===== src/rtl/issue_scheduler.sv =====
// Age-ordered issue queue: applies completion wakeups to stored ops every cycle
// and issues the oldest fully-ready entry, compacting younger entries toward the head.
`ifndef RENAMED_OP_SZ
`define RENAMED_OP_SZ 33
`endif

module issue_scheduler #(
  parameter int INST_WIDTH = `RENAMED_OP_SZ,
  parameter int DEPTH      = 4,
  localparam int CW        = $clog2(DEPTH + 1),
  localparam int IW        = $clog2(DEPTH)
) (
  input  logic                  clk,
  input  logic                  rst,
  input  logic                  flush,
  input  logic [29:0]           done_flags,
  input  logic [INST_WIDTH-1:0] in_instr,
  input  logic                  in_valid,
  output logic                  in_ready,
  output logic [INST_WIDTH-1:0] out_instr,
  output logic                  out_valid,
  input  logic                  out_ready,
  output logic [CW-1:0]         count
);

  logic [INST_WIDTH-1:0] q      [DEPTH];
  logic [INST_WIDTH-1:0] merged [DEPTH];
  logic [INST_WIDTH-1:0] q_next [DEPTH];
  logic [INST_WIDTH-1:0] in_merged;
  logic [IW-1:0]         sel_idx;
  logic [IW-1:0]         wr_idx;
  logic                  fire;
  logic                  accept;

  // Tags 0 and 1 have no completion flag; tag t wakes on done_flags[t-2].
  function automatic logic [INST_WIDTH-1:0] wake(input logic [INST_WIDTH-1:0] op,
                                                 input logic [29:0] flags);
    logic [4:0] tag;
    wake = op;
    for (int i = 0; i < 4; i++) begin
      tag = op[13+5*i +: 5];
      if (tag >= 5'd2 && flags[tag - 5'd2])
        wake[4+i] = 1'b1;
    end
  endfunction

  always_comb begin
    for (int e = 0; e < DEPTH; e++)
      merged[e] = wake(q[e], done_flags);
    in_merged = wake(in_instr, done_flags);
  end

  // Scan from the youngest slot down so the last hit is the oldest eligible entry.
  always_comb begin
    out_valid = 1'b0;
    sel_idx   = '0;
    for (int e = DEPTH - 1; e >= 0; e--) begin
      if (CW'(e) < count && merged[e][7:4] == 4'hF) begin
        out_valid = 1'b1;
        sel_idx   = IW'(e);
      end
    end
  end

  assign out_instr = out_valid ? merged[sel_idx] : '0;
  assign fire      = out_valid & out_ready;
  assign in_ready  = (count < CW'(DEPTH)) | fire;
  assign accept    = in_valid & in_ready;
  assign wr_idx    = IW'(count - CW'(fire));

  // Entries at or above the issued slot take their younger neighbour's merged op.
  always_comb begin
    int nx;
    for (int e = 0; e < DEPTH; e++) begin
      nx = (e + 1 < DEPTH) ? e + 1 : e;
      if (fire && IW'(e) >= sel_idx)
        q_next[e] = merged[nx];
      else
        q_next[e] = merged[e];
    end
    if (accept)
      q_next[wr_idx] = in_merged;
  end

  always_ff @(posedge clk) begin
    for (int e = 0; e < DEPTH; e++)
      q[e] <= q_next[e];
  end

  always_ff @(posedge clk) begin
    if (rst || flush)
      count <= '0;
    else
      count <= count + CW'(accept) - CW'(fire);
  end

endmodule

===== config.mk =====
export PLATFORM = sky130hd
export DESIGN_NAME = issue_scheduler
export DESIGN_NICKNAME = d
export VERILOG_FILES = /design/src/rtl/issue_scheduler.sv
export SDC_FILE = /design/constraint.sdc
export NUM_CORES = 1
export LEC_CHECK = 0
export CORE_MARGIN = 2
export CORE_UTILIZATION = 59
export DETAILED_ROUTE_END_ITERATION = 16
export GPL_TIMING_DRIVEN = 0
export HOLD_SLACK_MARGIN = 0.05
export PLACE_DENSITY = 0.81
export RECOVER_POWER = 25
export SYNTH_ARGS = -nofsm -noshare
export SYNTH_HDL_FRONTEND = slang
export SYNTH_SLANG_ARGS = --single-unit

===== constraint.sdc =====
create_clock -name clk -period 9.09 [get_ports clk]
set_clock_uncertainty 0.1 [all_clocks]
set_input_delay 1.818 -clock clk [delete_from_list [all_inputs] [get_ports clk]]
set_output_delay 1.818 -clock clk [all_outputs]
set_load 0.005 [all_outputs]

* Word-level counts from Yosys, hierarchy flattened
Memory sizes are Yosys's and may differ from the RTL's.
Cells that the tools add are included.
W data, S select, Z words.
** Cells by class
- Add/sub/neg operators :: 23
- $mul :: 0
- Divide/modulo/power cells :: 0
- Order comparisons :: 51
- Equal/unequal tests :: 4
- Shift operators :: 0
- Multiplexer cells :: 79
- Bitwise operators :: 5
- Reduce and logical (&&, ||, !) cells :: 29
** Operators by type and width (count)
- $mux W33 :: 7
- $bwmux W132 :: 1
- $mux W132 :: 1
- $lt A5 B6 Y1 const B :: 20
- $bmux W1 S5 :: 20
- $ge A5 B2 Y1 const B :: 20
- $sub A5 B2 Y5 const B :: 20
- $bmux W33 S2 :: 1
- $demux W33 S2 :: 1
- $mux W1 :: 44
- $logic_and A1 B1 Y1 :: 28
- $eq A4 B4 Y1 const B :: 4
- $mux W2 :: 4
- $ge A3 B3 Y1 const B :: 2
- $lt A1 B3 Y1 const A :: 2
- $lt A2 B3 Y1 const A :: 2
- $not A2 Y3 :: 2
- $ge A1 B2 Y1 const A :: 2
- $add A3 B1 Y3 :: 1
- $lt A3 B1 Y1 const B :: 1
- $lt A3 B3 Y1 const B :: 1
- $sub A3 B1 Y3 :: 1
- $and A1 B1 Y1 :: 2
- $ge A2 B2 Y1 const A :: 1
- other kinds (3) :: 3
** Storage, ports and cells
- Bits in registers :: 3
- Bits in latches :: 0
- Bits in writable memories :: 132
- Memory bits (read-only) :: 0
- Input bits :: 68
- Output and inout bits :: 38
- Logic and storage cells :: 193
- Memories kept :: 1
** Memory list
- q :: words 4, bits a word 33, rd ports 4, clocked after Yosys merged registers in 0, wr ports 4, RTL line 26 : logic [INST_WIDTH-1:0] q [DEPTH];

* Depth between registers and ports, before layout
- Depth after elaboration :: 20
- Gate-level depth with buffers :: 20
- Depth with buffers taken out :: 17

* Worst setup path after synthesis
OpenSTA, ideal clock, no wires.
- Path kind :: in2out
- Start point :: input port done_flags[13]
- End point :: output port out_instr[31]
- Data arrival time :: 4.400 ns
- Path slack :: 2.772 ns
- Stages :: 12
- Path buffers :: 4
- Cells stage by stage :: clkbuf_1 > mux4_2 > mux2i_1 > mux2_2 > a221o_1 > a211oi_1 > and4_1 > clkbuf_1 > clkbuf_1 > clkbuf_1 > a221oi_1 > o21ai_0
** On the way
- Cells in the longest elaborated chain, start to end :: 15
- Elaborated cells between the ends (all ways) :: 85
- Classes of those cells :: eq/ne (4); mux (60); bitwise (1); reduce/logical (20)
** RTL lines
- from (decl) :: RTL line 16 : input logic [29:0] done_flags,
- $bmux W1 S5 :: RTL line 42 : if (tag >= 5'd2 && flags[tag - 5'd2])
- $mux W1 (implied by the code) :: RTL line 42
- $logic_and A1 B1 Y1 :: RTL line 42
- $mux W1 :: RTL line 42
- $eq A4 B4 Y1 :: RTL line 58 : if (CW'(e) < count && merged[e][7:4] == 4'hF) begin
- $logic_and A1 B1 Y1 :: RTL line 58
- $mux W2 (4 in series) :: RTL line 58
- $not A2 Y3 (implied by the code) :: RTL line 65 : assign out_instr = out_valid ? merged[sel_idx] : '0;
- $bmux W33 S2 :: RTL line 65
- $mux W33 (implied by the code) (2 in series) :: RTL line 65
- $mux W33 * :: RTL line 65
- to (decl) :: RTL line 20 : output logic [INST_WIDTH-1:0] out_instr,
Every way passes the cells marked *; elsewhere a longest branch is shown, timed or not. The select of a mux whose other input is x is not followed.

* Final worst setup path
- Start point :: input port done_flags[25]
- End point :: output port out_instr[20]
Same word-level chain as after synthesis.

==> results.py <==
metrics = {
    "pwr": {
        "power_density_mw_per_mm2": 465.0,
        "leakage_nw": 5.905,
        "max-vdd-ir-drop_uv": 216.3,
    },
    "synth": {
        "syn_nets": 1350,
        "synth-seq-area-share_pct": 22.47,
        "post-synth-top-area-cell": "mux4_2",
        "yosys_register_bits": 135,
        "async_flop_share_pct": 0,
        "synthesis.area_mm2": 0.01332,
        "synth_cells": 1236,
        "ys.flop_type": "dfxtp_1",
        "synth.avg_cell_area_um2": 10.78,
        "ys_top_cells_by_count": "mux4_2, mux2_2, mux2i_1",
        "synth-edff-count": 29,
        "synth_top_area_share_pct": 24.69,
        "synth.distinct_cells": 71,
        "synth.most_common_cell": "mux4_2",
        "synthTopCellsByArea": "mux4_2, dfxtp_1, mux2_2",
        "synth_warnings": 0,
    },
    "detailed_routing": {
        "wl_met1_mm": 16.29,
        "dr_wl_met3_mm": 6.688,
        "viasPerCell": 7.388,
        "wl_met2_mm": 20.01,
        "ant_nets": 0,
        "first_pass_iters": 9,
        "routed_wl_mm": 45.90,
        "wl_per_cell_um": 27.74,
        "drtIter0Drc": 1753,
        "route.vias.total": 12230,
        "drc": 0,
        "highest_layer": "met4",
    },
    "clocking": {
        "cts_made_buffers": 17,
        "ctsHoldBuffers": 0,
        "cts_buffer_depth": 2,
        "post_cts_resized": 0,
        "clkLatencyLatePin_ns": 0.44,
        "clk_pin_slew_ns": 0.06,
        "cts_tree": "built",
        "htreeDepth": 4,
        "cts-root-buf": "clkbuf_16",
        "cts_num_sinks": 135,
        "post_cts_buffers": 0,
    },
    "place": {
        "port_buffers": 105,
        "place_ws_ns": 0.4466,
        "gp_congestion": 1.008,
        "dp_hpwl_mm": 33.02,
    },
    "global_routing": {
        "track_usage_pct": 38.05,
        "grt_start_max_net_pins": 26,
        "grt_pass1_vias": 11730,
        "antenna_found_initial": 0,
        "grt_first_pass_wirelength_mm": 68.53,
        "overflow": 0,
    },
    "cells_and_area": {
        "seq_area_mm2": 0.002993,
        "multi_input_area_mm2": 0.009394,
        "fill_cells": 1613,
        "nets": 1475,
        "final_layout_size_suffix_gt1_share_pct": 25.33,
        "area_growth_pct": 15.05,
    },
    "sta": {
        "rsz0062_at_grt": "false",
        "finalSetupTns_ns": 0,
        "max-slew-margin-rel_pct": 20.65,
        "holdWs_ns": 0.4712,
        "worst_slew_pin_slew_ns": 1.190,
        "setup_viol": 0,
        "clock.fmax_ghz": 0.1111,
        "finalMaxSlewViolations": 0,
        "fin_crit_ns": 9.003,
        "hold_violations": 0,
        "fin_ws_ns": 0.08744,
        "finalCritPeriodShare_pct": 99.04,
    },
    "die": {
        "initial_core_util_pct": 60.66,
        "die_h_um": 154.3,
        "coreArea_mm2": 0.02196,
        "die_area_mm2": 0.02379,
        "die_x_um": 154.3,
        "num_rows": 54,
        "ios": 106,
    },
    "worst_setup_path": {
        "r2r_end": "q[3][6]",
        "cp-startpoint": "done_flags[25]",
        "rrSetupSlack_ns": 2.56,
        "worst_setup_path_end_kind": "output port",
        "cp.required_ns": 7.17,
        "crit_type": "in2out",
        "start_kind": "input pin",
        "ff2ff_path_depth": 20,
        "worst_ep_arrival_time_ns": 7.08,
        "crit_end": "out_instr[20]",
        "cp_max_fo": 10,
    },
    "run_status": {
        "status": "finished, final reports clean",
    },
    "worst_hold_path": {
        "hold_class": "reg2reg",
    },
    "job": {
        "drv_cap": 0,
    },
}
==> through the flow <==
stage | utilization [%] | std cells | instance area, um2 | total power [mW]
after floorplan | - | 1236 | 13320 | 4.615
after global placement | 67.04 | 1621 | 14720 | 6.120
after detailed placement | 67.16 | 1622 | 14750 | 6.257
after CTS | 69.97 | 1654 | 15360 | 7.022
after global routing | 69.77 | 1654 | 15320 | 7.464
final | 69.78 | 1655 | 15320 | 7.125
==> placed cells by master, fill, tap and decap left out, types with 29 or more instances in the layout <==
| cell | count |
|---|---|
| ha_1 | 45 |
| a221oi_1 | 31 |
| dfxtp_1 | 106 |
| o21ai_0 | 73 |
| nor3_1 | 33 |
| mux4_2 | 146 |
| inv_1 | 64 |
| clkdlybuf4s50_1 | 73 |
| mux2i_1 | 110 |
| nand2_1 | 46 |
| dlygate4sd3_1 | 32 |
| edfxtp_1 | 29 |
| clkbuf_1 | 105 |
| mux2_2 | 125 |
==> metal layers <==
metal  up-vias  track usage [%]
met2      1112            58.21
met4         0            19.84
met3       239            11.01
met5         -                0
li1       5021                -
met1      5855            49.45
==> kinds of logic after synthesis <==
logic type,after synthesis,share of synthesized area [%]
flip-flops,135,22.47
adder cells (fa/ha/maj),46,4.378
multiplexers,406,45.64
AND/OR/NAND/NOR,187,7.403
AO/OA/AOI/OAI,201,10.32
XOR/XNOR,46,3.081
buffers and inverters,215,6.707
==> how the worst min path moves through the flow <==
stage,start,end,slack [ns],cells after the start
after detailed placement,q[0][30],q[0][30],0.46,2
final,q[0][30],q[0][30],0.47,2
after global routing,q[0][30],q[0][30],0.50,2
after CTS,q[0][30],q[0][30],0.47,2
after floorplan,q[0][25],q[0][25],0.43,2
after global placement,q[0][30],q[0][30],0.45,2
==> critical path: stages <==
cell	delay [ns]
clkdlybuf4s50_1	0.49
buf_1	0.68
clkbuf_1	0.53
mux4_2	0.36
mux2i_1	0.11
a211oi_1	0.27
a21oi_1	0.10
nand2_1	0.18
nand4_1	0.41
nor2_1	0.25
clkbuf_1	0.51
buf_2	0.35
a221oi_1	0.16
o22ai_1	0.29
clkdlybuf4s50_1	0.57
==> report_power, final <==
part	leakage (nW)	internal [mW]	switching [mW]
sequential	1.15	0.915	0.286
combinational	4.46	2.58	2.60
clock	0.294	0.445	0.299
total	5.91	3.94	3.18
==> layout make-up <==
type / count / share of cell area [%]
antenna: 1 / 0.01633
multi-input combinational: 886 / 61.30
sequential: 135 / 19.53
tap: 280 / 2.286
inverter: 65 / 1.600
clock buffer: 20 / 2.915
clock inverter: 12 / 1.102
buffer: 150 / 4.254
timing repair buffer: 106 / 6.990
(Power assumes the default switching activity.)
